## src/rtl/fpnew_pkg.sv

```systemverilog
// Shared constants and types for the FP result retire logic.
package fpnew_pkg;

    localparam int unsigned STATUS_WIDTH = 5;

    typedef enum logic {
        IN_ORDER    = 1'b0,
        ROUND_ROBIN = 1'b1
    } retire_mode_e;

endpackage

```

## src/rtl/fpnew_order_fifo.sv

```systemverilog
// Order FIFO holding the target opgroup of every issued operation.
module fpnew_order_fifo #(
    parameter int Depth     = 8,
    parameter int DataWidth = 3
) (
    input  logic                         clk_i,
    input  logic                         rst_i,
    input  logic                         flush_i,
    input  logic                         push_i,
    input  logic [DataWidth-1:0]         data_i,
    input  logic                         pop_i,
    output logic [DataWidth-1:0]         data_o,
    output logic                         empty_o,
    output logic [$clog2(Depth+1)-1:0]   count_o
);

    localparam int PtrW = $clog2(Depth);
    localparam int CntW = $clog2(Depth+1);

    logic [DataWidth-1:0] mem_q [Depth];
    logic [PtrW-1:0]      wr_ptr_q, rd_ptr_q;
    logic [CntW-1:0]      count_q;

    // Storage carries no reset; only the pointers and count define validity.
    always_ff @(posedge clk_i) begin
        if (push_i) mem_q[wr_ptr_q] <= data_i;
    end

    always_ff @(posedge clk_i) begin
        if (rst_i || flush_i) begin
            wr_ptr_q <= '0;
            rd_ptr_q <= '0;
            count_q  <= '0;
        end else begin
            if (push_i) wr_ptr_q <= wr_ptr_q + 1'b1;
            if (pop_i)  rd_ptr_q <= rd_ptr_q + 1'b1;
            case ({push_i, pop_i})
                2'b10:   count_q <= count_q + 1'b1;
                2'b01:   count_q <= count_q - 1'b1;
                default: count_q <= count_q;
            endcase
        end
    end

    assign data_o  = mem_q[rd_ptr_q];
    assign empty_o = (count_q == '0);
    assign count_o = count_q;

endmodule

```

## src/rtl/fpnew_inorder_retire.sv

```systemverilog
// Retires opgroup results either in issue order or round-robin, with a
// zero-latency combinational output mux.
module fpnew_inorder_retire
    import fpnew_pkg::*;
#(
    parameter int NumOpGroups = 5,
    parameter int Width       = 64,
    parameter int Depth       = 8,
    parameter int TagWidth    = 1,
    parameter int OutOfOrder  = 0
) (
    input  logic                                        clk_i,
    input  logic                                        rst_i,
    input  logic                                        issue_valid_i,
    output logic                                        issue_ready_o,
    input  logic [$clog2(NumOpGroups)-1:0]              issue_opgrp_i,
    input  logic [NumOpGroups-1:0]                      grp_valid_i,
    output logic [NumOpGroups-1:0]                      grp_ready_o,
    input  logic [NumOpGroups-1:0][Width-1:0]           grp_result_i,
    input  logic [NumOpGroups-1:0][STATUS_WIDTH-1:0]    grp_status_i,
    input  logic [NumOpGroups-1:0][TagWidth-1:0]        grp_tag_i,
    output logic                                        out_valid_o,
    input  logic                                        out_ready_i,
    output logic [Width-1:0]                            result_o,
    output logic [STATUS_WIDTH-1:0]                     status_o,
    output logic [TagWidth-1:0]                         tag_o,
    input  logic                                        flush_i,
    output logic                                        busy_o,
    output logic [$clog2(Depth+1)-1:0]                  inflight_o,
    output logic                                        issue_err_o
);

    localparam int GrpW = $clog2(NumOpGroups);
    localparam int CntW = $clog2(Depth+1);
    localparam retire_mode_e Mode = (OutOfOrder != 0) ? ROUND_ROBIN : IN_ORDER;

    logic [GrpW-1:0] head_grp, sel_grp, cand, rr_q;
    logic [CntW-1:0] count;
    logic            fifo_empty, grant_found;
    logic            issue_hs, bad_grp, push, pop;

    assign issue_ready_o = (count < CntW'(Depth)) && !flush_i;
    assign issue_hs      = issue_valid_i && issue_ready_o;
    assign bad_grp       = (int'(issue_opgrp_i) >= NumOpGroups);
    assign push          = issue_hs && !bad_grp;
    assign pop           = out_valid_o && out_ready_i;

    fpnew_order_fifo #(
        .Depth     (Depth),
        .DataWidth (GrpW)
    ) u_order_fifo (
        .clk_i   (clk_i),
        .rst_i   (rst_i),
        .flush_i (flush_i),
        .push_i  (push),
        .data_i  (issue_opgrp_i),
        .pop_i   (pop),
        .data_o  (head_grp),
        .empty_o (fifo_empty),
        .count_o (count)
    );

    // In round-robin mode the FIFO contents are ignored; only its count gates retire.
    always_comb begin
        sel_grp     = head_grp;
        cand        = '0;
        grant_found = 1'b0;
        if (Mode == ROUND_ROBIN) begin
            sel_grp = '0;
            for (int i = 0; i < NumOpGroups; i++) begin
                cand = GrpW'((int'(rr_q) + i) % NumOpGroups);
                if (!grant_found && grp_valid_i[cand]) begin
                    grant_found = 1'b1;
                    sel_grp     = cand;
                end
            end
        end else begin
            grant_found = grp_valid_i[head_grp];
        end
    end

    assign out_valid_o = !fifo_empty && grant_found && !flush_i;

    always_comb begin
        grp_ready_o = '0;
        if (pop) grp_ready_o[sel_grp] = 1'b1;
    end

    assign result_o   = out_valid_o ? grp_result_i[sel_grp] : '0;
    assign status_o   = out_valid_o ? grp_status_i[sel_grp] : '0;
    assign tag_o      = out_valid_o ? grp_tag_i[sel_grp]    : '0;
    assign busy_o     = (count != '0);
    assign inflight_o = count;

    // rr_q holds the group where the next search starts.
    always_ff @(posedge clk_i) begin
        if (rst_i || flush_i) begin
            rr_q <= '0;
        end else if (pop && (Mode == ROUND_ROBIN)) begin
            rr_q <= (int'(sel_grp) == NumOpGroups - 1) ? '0 : sel_grp + 1'b1;
        end
    end

    always_ff @(posedge clk_i) begin
        if (rst_i) issue_err_o <= 1'b0;
        else       issue_err_o <= issue_hs && bad_grp;
    end

endmodule

```

## config.mk

```make
export PLATFORM = sky130hd
export DESIGN_NAME = fpnew_inorder_retire
export DESIGN_NICKNAME = d
export VERILOG_FILES = /design/src/rtl/fpnew_pkg.sv /design/src/rtl/fpnew_order_fifo.sv /design/src/rtl/fpnew_inorder_retire.sv
export SDC_FILE = /design/constraint.sdc
export NUM_CORES = 1
export LEC_CHECK = 0
export CELL_PAD_IN_SITES_DETAIL_PLACEMENT = 0
export CELL_PAD_IN_SITES_GLOBAL_PLACEMENT = 1
export CORE_MARGIN = 8
export CORE_UTILIZATION = 20
export DETAILED_ROUTE_END_ITERATION = 8
export GPL_ROUTABILITY_DRIVEN = 1
export PLACE_DENSITY_LB_ADDON = 0.1
export SLEW_MARGIN = 20
export SYNTH_ARGS = -nofsm -noshare
export SYNTH_HDL_FRONTEND = slang
export SYNTH_HIERARCHICAL = 1
export SYNTH_SLANG_ARGS = --single-unit
```

## constraint.sdc

```tcl
create_clock -name clk_i -period 3.1 [get_ports clk_i]
set_input_delay 0.31 -clock clk_i [delete_from_list [all_inputs] [get_ports clk_i]]
set_output_delay 0.31 -clock clk_i [all_outputs]
set_load 0.005 [all_outputs]
```

==> results.yml, run 1 <==
status:
  run_status: "complete, but fails checks"
  violations: "negative setup slack"
synth:
  ys.flop_type: "edfxtp_1"
  synth_xor_xnor_area_share_pct: 1.18
  ys_types: 49
  async_reset_ff_share_pct: 0
  synth_compound_gate_area_share_pct: 29.5
  netlist_area_um2: 5220
  synth-simple-area-share_pct: 22.4
  avgSynthCellArea_um2: 8.93
  synth-seq-cells: 38
  synth.area.mux_share_pct: 20.0
  synth_edf_count: 24
  synthAdderAreaFrac_pct: 1.20
  synth-seq-area-share_pct: 19.2
  ys_warn_count: 6
  synth_top_family_by_area: "compound AO/OA/AOI/OAI gates"
  syn_inst: 584
  synth_nets: 952
timing:
  slew_headroom_pct: 53.7
  hold_viol_final: 0
  hold_slack_ns: 0.528
  grt_setup_unrepaired: "true"
  period_needed_ns: 3.44
  fin_crit_sh_pct: 111
  max_freq_mhz: 290
  tightest_slew_ns: 0.694
  layout_setup_ws_ns: -0.344
  setup_violations: 74
  maxSlewViolCount: 0
  finClkSkew_ns: 0.00922
cts:
  cts.sink_count: 38
  cts.reportedPaths.clkPinSlew_ns: 0.06
  htreeDepth: 2
  cts_root_buffer: "clkbuf_16"
  hold_buffers: 0
  max-clock-path-buffers: 2
  cts_made_buffers: 5
  clk_latency_ns: 0.28
  cts_tree: "done"
setup_path:
  worstSetupStartpointType: "register"
  worstSetupPathType: "register to output pin"
  crit_family: "multiplexers"
  rrSetupSlack_ns: -0.28
  cp_slowest_cell: "mux4_2"
  endpoint_kind: "output pin"
  crit_cells: 11
  crit_fanout: 5
  crit_path_end: "result_o[35]"
  r2r_cells: 13
  path_cells: "buf_6 -> mux4_2 -> mux2_4 -> nor2b_4 -> a222oi_1 -> or3_4 -> buf_8 -> buf_16 -> buf_8 -> a211oi_4 -> buf_2"
  cpMostUsedCell: "buf_8"
  timing.rr.end: "u_order_fifo/count_o[2]"
  cp.arrival_ns: 3.13
  crit_required_ns: 2.79
  max_stage_delay_ns: 0.48
  worst-path-buf-inv: 5
placed_design:
  pre_cts_ws_ns: -0.639
  placed_cell_area_um2: 10500
  dp.cells: 1374
  post-dp-hpwl_um: 29000
  io_buffers: 445
  place.gp.congestion: 0.886
die:
  ioPinCount: 446
  core-area_um2: 25800
  start_util_pct: 20.2
  num_rows: 59
  die_area_um2: 31500
  die_w_um: 177
  fp.dieH_um: 177
global_routing:
  global_route.overflow_total: 0
  grt_max_degree: 49
  grt_use_total_pct: 21.5
  grt_pass1_wl_um: 50800
  antenna_found_initial: 4
  grt_pass1_vias: 7376
drt:
  via_per_inst: 4.83
  routed_wl_um: 36600
  wl_met3_um: 2790
  drtPass1Iterations: 6
  wl_met1_um: 13600
  top_layer: "met4"
  drt-initial-drc-count: 301
  drc: 0
  vias: 6936
  antenna_left: 0
  wl_per_cell_um: 25.5
  met2_length_um: 19500
power:
  cellPowerDensity_nw_per_um2: 182
  peakVddDrop_v: 0.000287
  total_power_mw: 2.15
  p_leak_nw: 4.37
run:
  drv_cap: 0
layout:
  drive_gt1_share_pct: 33.7
  layout_common_cells: "clkdlybuf4s50_1 (369), buf_4 (72), nor2_1 (67)"
  fin_nets: 1460
  syn2layout_area_growth_pct: 127
  fin_area_um2: 11800
  fin_cells: 1436
  n_fill_cell: 2539
  regArea_um2: 1000
  final_common_cell: "clkdlybuf4s50_1"
  multi_input_area_um2: 4620
worst_hold_path:
  min_path_type: "register to register"
-- cells in the mapped netlist, types with 3 or more instances --
cell	instances	area [µm²]
a2111oi_2	25	375
mux4_1	6	158
o2bb2ai_1	3	26.3
a22oi_1	13	97.6
a211oi_1	13	97.6
mux2_2	47	529
ha_1	5	62.6
mux2i_1	33	330
edfxtp_1	24	721
xor2_1	5	43.8
nor4_2	3	37.5
buf_1	4	15.0
and3b_1	4	35.0
o21ai_0	21	105
o22ai_1	7	43.8
nand2_1	36	135
nor4_4	20	425
a21oi_1	57	285
buf_6	5	56.3
clkbuf_1	36	135
dfxtp_1	14	280
nor2b_1	10	62.6
buf_4	3	22.5
o32ai_1	37	324
nor2_1	72	270
a211o_1	7	61.3
nor3_1	11	55.1
nor4b_1	3	26.3
nand2b_1	5	31.3
buf_2	19	95.1
o22a_1	9	78.8
inv_1	3	11.3
-- state kept, by name (all words and copies together), names as in the netlist, named ones only --
register               cells
issue_err_o                1
u_order_fifo/rd_ptr_q      3
u_order_fifo/count_o       4
u_order_fifo/wr_ptr_q      3
u_order_fifo/mem_q        24
-- report_power, final --
group | switching (mW) | internal (mW) | total (mW)
sequential | 0.00199 | 0.539 | 0.541
clock | 0.188 | 0.462 | 0.650
combinational | 0.344 | 0.613 | 0.957
total | 0.535 | 1.61 | 2.15
-- metal layers --
metal	GRT usage (%)	vias to the layer above
li1	-	3312
met1	23.3	3295
met2	40.3	287
met3	5.72	42
met4	6.08	0
met5	0	-
-- how the worst min path moves through the flow --
stage                     slack [ns]                startpoint                       end  depth (start not counted)
final                           0.53  u_order_fifo/wr_ptr_q[2]  u_order_fifo/wr_ptr_q[2]                          2
after global routing            0.57  u_order_fifo/rd_ptr_q[0]  u_order_fifo/rd_ptr_q[0]                          2
after CTS                       0.54  u_order_fifo/wr_ptr_q[2]  u_order_fifo/wr_ptr_q[2]                          2
after detailed placement        0.52  u_order_fifo/wr_ptr_q[2]  u_order_fifo/wr_ptr_q[2]                          2
after global placement          0.50  u_order_fifo/rd_ptr_q[2]  u_order_fifo/rd_ptr_q[2]                          2
after floorplan                 0.39                     rst_i               issue_err_o                          1
-- per-stage QoR --
stage                     util (%)  TNS, ns
after floorplan                  -   -0.136
after global placement        40.8   -31.79
after detailed placement      40.8   -36.90
after CTS                     43.7   -22.44
after global routing          45.7   -27.38
final                         45.8   -17.12
-- worst min-delay path, cell delays in order, from the launching register on --
cell and delay (ns):
dfxtp_1 0.35, xor2_1 0.07, nor2_1 0.07
-- kinds of logic (layout without fill, tap and decap cells) --
family | after synthesis | in the layout
simple gates | 178 | 178
xor+xnor | 7 | 7
buf+inv | 71 | 580
flops | 38 | 38
fa+ha+maj | 5 | 5
mux | 88 | 88
compound gates | 197 | 197
other cells | 0 | 8
-- area by class of cell --
cell class	instances	share of cell area [%]
sequential	38	8.49
multi-input combinational	475	39.0
antenna	8	0.169
timing repair buffer	568	47.0
clock buffer	5	1.06
clock inverter	3	0.582
inverter	4	0.148
tap	335	3.54
-- what timing repair did --
item	4_1_cts	5_1_grt
setup endpoints to repair	80	78
setup buffers	29	13
pin swaps	4	30
gates cloned	6	1
gates resized for setup	284	146
Power figures use the tool's default switching activity.
==> inputs of run 2 (changes only) <==
Settings changed: CAP_MARGIN from default to 10, CORE_ASPECT_RATIO from default to 1.4, SLEW_MARGIN 20 to 10.
==> results.yml, run 2 (synthesis results as in run 1) <==
timing:
  setup_violations: 83
  period_needed_ns: 3.54
  hold_viol_final: 0
  fin_crit_sh_pct: 114
  maxSlewViolCount: 0
  finClkSkew_ns: 0.00260
  layout_setup_ws_ns: -0.445
  max_freq_mhz: 282
  tightest_slew_ns: 0.612
  fin_setup_tns_ns: -26.16
  slew_headroom_pct: 59.2
  grt_setup_unrepaired: "true"
cts:
  cts_made_buffers: 5
  max-clock-path-buffers: 2
  cts.sink_count: 38
  cts_root_buffer: "clkbuf_16"
  clk_latency_ns: 0.27
  cts_tree: "done"
  htreeDepth: 2
  cts.reportedPaths.clkPinSlew_ns: 0.05
  hold_buffers: 0
layout:
  regMostFlops: "u_order_fifo/mem_q"
  fin_nets: 1451
  fin_area_um2: 11600
  largest_reg_flops: 24
  syn2layout_area_growth_pct: 123
  drive_gt1_share_pct: 33.0
  layout_common_cells: "clkdlybuf4s50_1 (372), nor2_1 (65), buf_4 (64)"
  fin_cells: 1414
  final_common_cell: "clkdlybuf4s50_1"
setup_path:
  worst-path-buf-inv: 4
  cp.arrival_ns: 3.75
  worstSetupStartpointType: "register"
  max_stage_delay_ns: 0.48
  r2r_cells: 16
  cp_slowest_cell: "mux4_2"
  crit_cells: 16
  worstSetupPathType: "register to register"
  endpoint_kind: "register"
  crit_family: "multiplexers"
  path_cells: "buf_6 -> mux4_2 -> mux2_4 -> mux2_4 -> a222oi_1 -> buf_4 -> buf_4 -> buf_6 -> nor2b_4 -> ha_4 -> xor2_1 -> ha_2 -> a21oi_2 -> xor2_1 -> or3_1 -> a21oi_1"
  crit_fanout: 4
  crit_required_ns: 3.31
global_routing:
  grt_use_total_pct: 22.3
  antenna_found_initial: 10
  grt_pass1_vias: 7463
  grt_max_degree: 49
  global_route.overflow_total: 0
  grt_pass1_wl_um: 53100
die:
  num_rows: 70
  fp.dieH_um: 207
  ioPinCount: 446
  start_util_pct: 20.1
  die_w_um: 152
  die_area_um2: 31600
  core-area_um2: 25900
placed_design:
  place.gp.congestion: 0.845
  dp.cells: 1357
  placed_cell_area_um2: 10500
  io_buffers: 445
  post-dp-hpwl_um: 29100
drt:
  drtPass1Iterations: 4
  wl_per_cell_um: 26.2
  drt-initial-drc-count: 254
  vias: 6930
  antenna_left: 0
  routed_wl_um: 37000
  via_per_inst: 4.90
  drc: 0
run:
  drv_cap: 0
power:
  cellPowerDensity_nw_per_um2: 169
  peakVddDrop_v: 0.000272
  p_leak_nw: 4.25
status:
  run_status: "complete, but fails checks"
  violations: "negative setup slack"
worst_hold_path:
  min_path_type: "register to register"
  holdPathStages: 2
[run 2: changes by cell type in the layout (fill, tap and decap cells not counted), sizes merged]
cell / before / now
clkbuf: 23 / 7
buf: 174 / 182
clkdlybuf4s50: 369 / 372
bufinv: 2 / 0
diode: 8 / 6
dlygate4sd2: 2 / 0
bufbuf: 3 / 2
clkinv: 1 / 2
dlymetal6s2s: 1 / 0
or3: 2 / 3
[run 2: tightest hold or removal path, cell delays in order, from the launching register on]
cell and delay [ns]:
dfxtp_1 0.32, xor2_1 0.06, nor2_1 0.12
[run 2: metal layers]
layer | GRT usage (%) | vias up | part of all wire, %
met1 | 24.6 | 3307 | 38
met3 | 7.00 | 34 | 8.1
met4 | 4.38 | 8 | 1.8
met2 | 41.1 | 276 | 52
li1 | - | 3305 | -
met5 | 0 | - | 0.15
[run 2: path summary, 6_finish.rpt]
kind / startpoint / to / slack [ns]
hold reg to reg: u_order_fifo/rd_ptr_q[2] / u_order_fifo/rd_ptr_q[2] / 0.54
setup reg to reg: register / u_order_fifo/count_o[2] / -0.44
setup / recovery: register / u_order_fifo/count_o[2] / -0.44
hold / removal: u_order_fifo/rd_ptr_q[2] / u_order_fifo/rd_ptr_q[2] / 0.54
[run 2: final cells by class]
type                       count  area [µm²]
antenna                        6        15.0
clock buffer                   6         129
clock inverter                 2        10.0
fill                        2558       14300
inverter                       4        25.0
multi-input combinational    476        4510
sequential                    38        1000
tap                          324         405
timing repair buffer         558        5540
[run 2: what timing repair did]
action                                  in CTS  in global routing
resized for setup                          421                 39
pin swaps                                   18                 12
endpoints found under the setup margin      79                 86
gates cloned                                 8                  1
setup buffers                               34                  4
[run 2: per-stage QoR]
stage | power (mW) | util (%) | setup WS, ns | hold slack (ns)
after floorplan | 0.816 | - | -0.127 | 0.387
after global placement | 1.41 | 40.5 | -0.801 | 0.522
after detailed placement | 1.41 | 40.5 | -0.748 | 0.527
after CTS | 1.96 | 43.9 | -0.446 | 0.544
after global routing | 2.06 | 44.9 | -0.594 | 0.588
final | 1.96 | 44.9 | -0.445 | 0.540
[run 2: where the power goes]
group	total, mW	internal [mW]	switching [mW]
registers	0.541	0.540	0.00158
clock network	0.471	0.295	0.177
logic	0.950	0.613	0.337
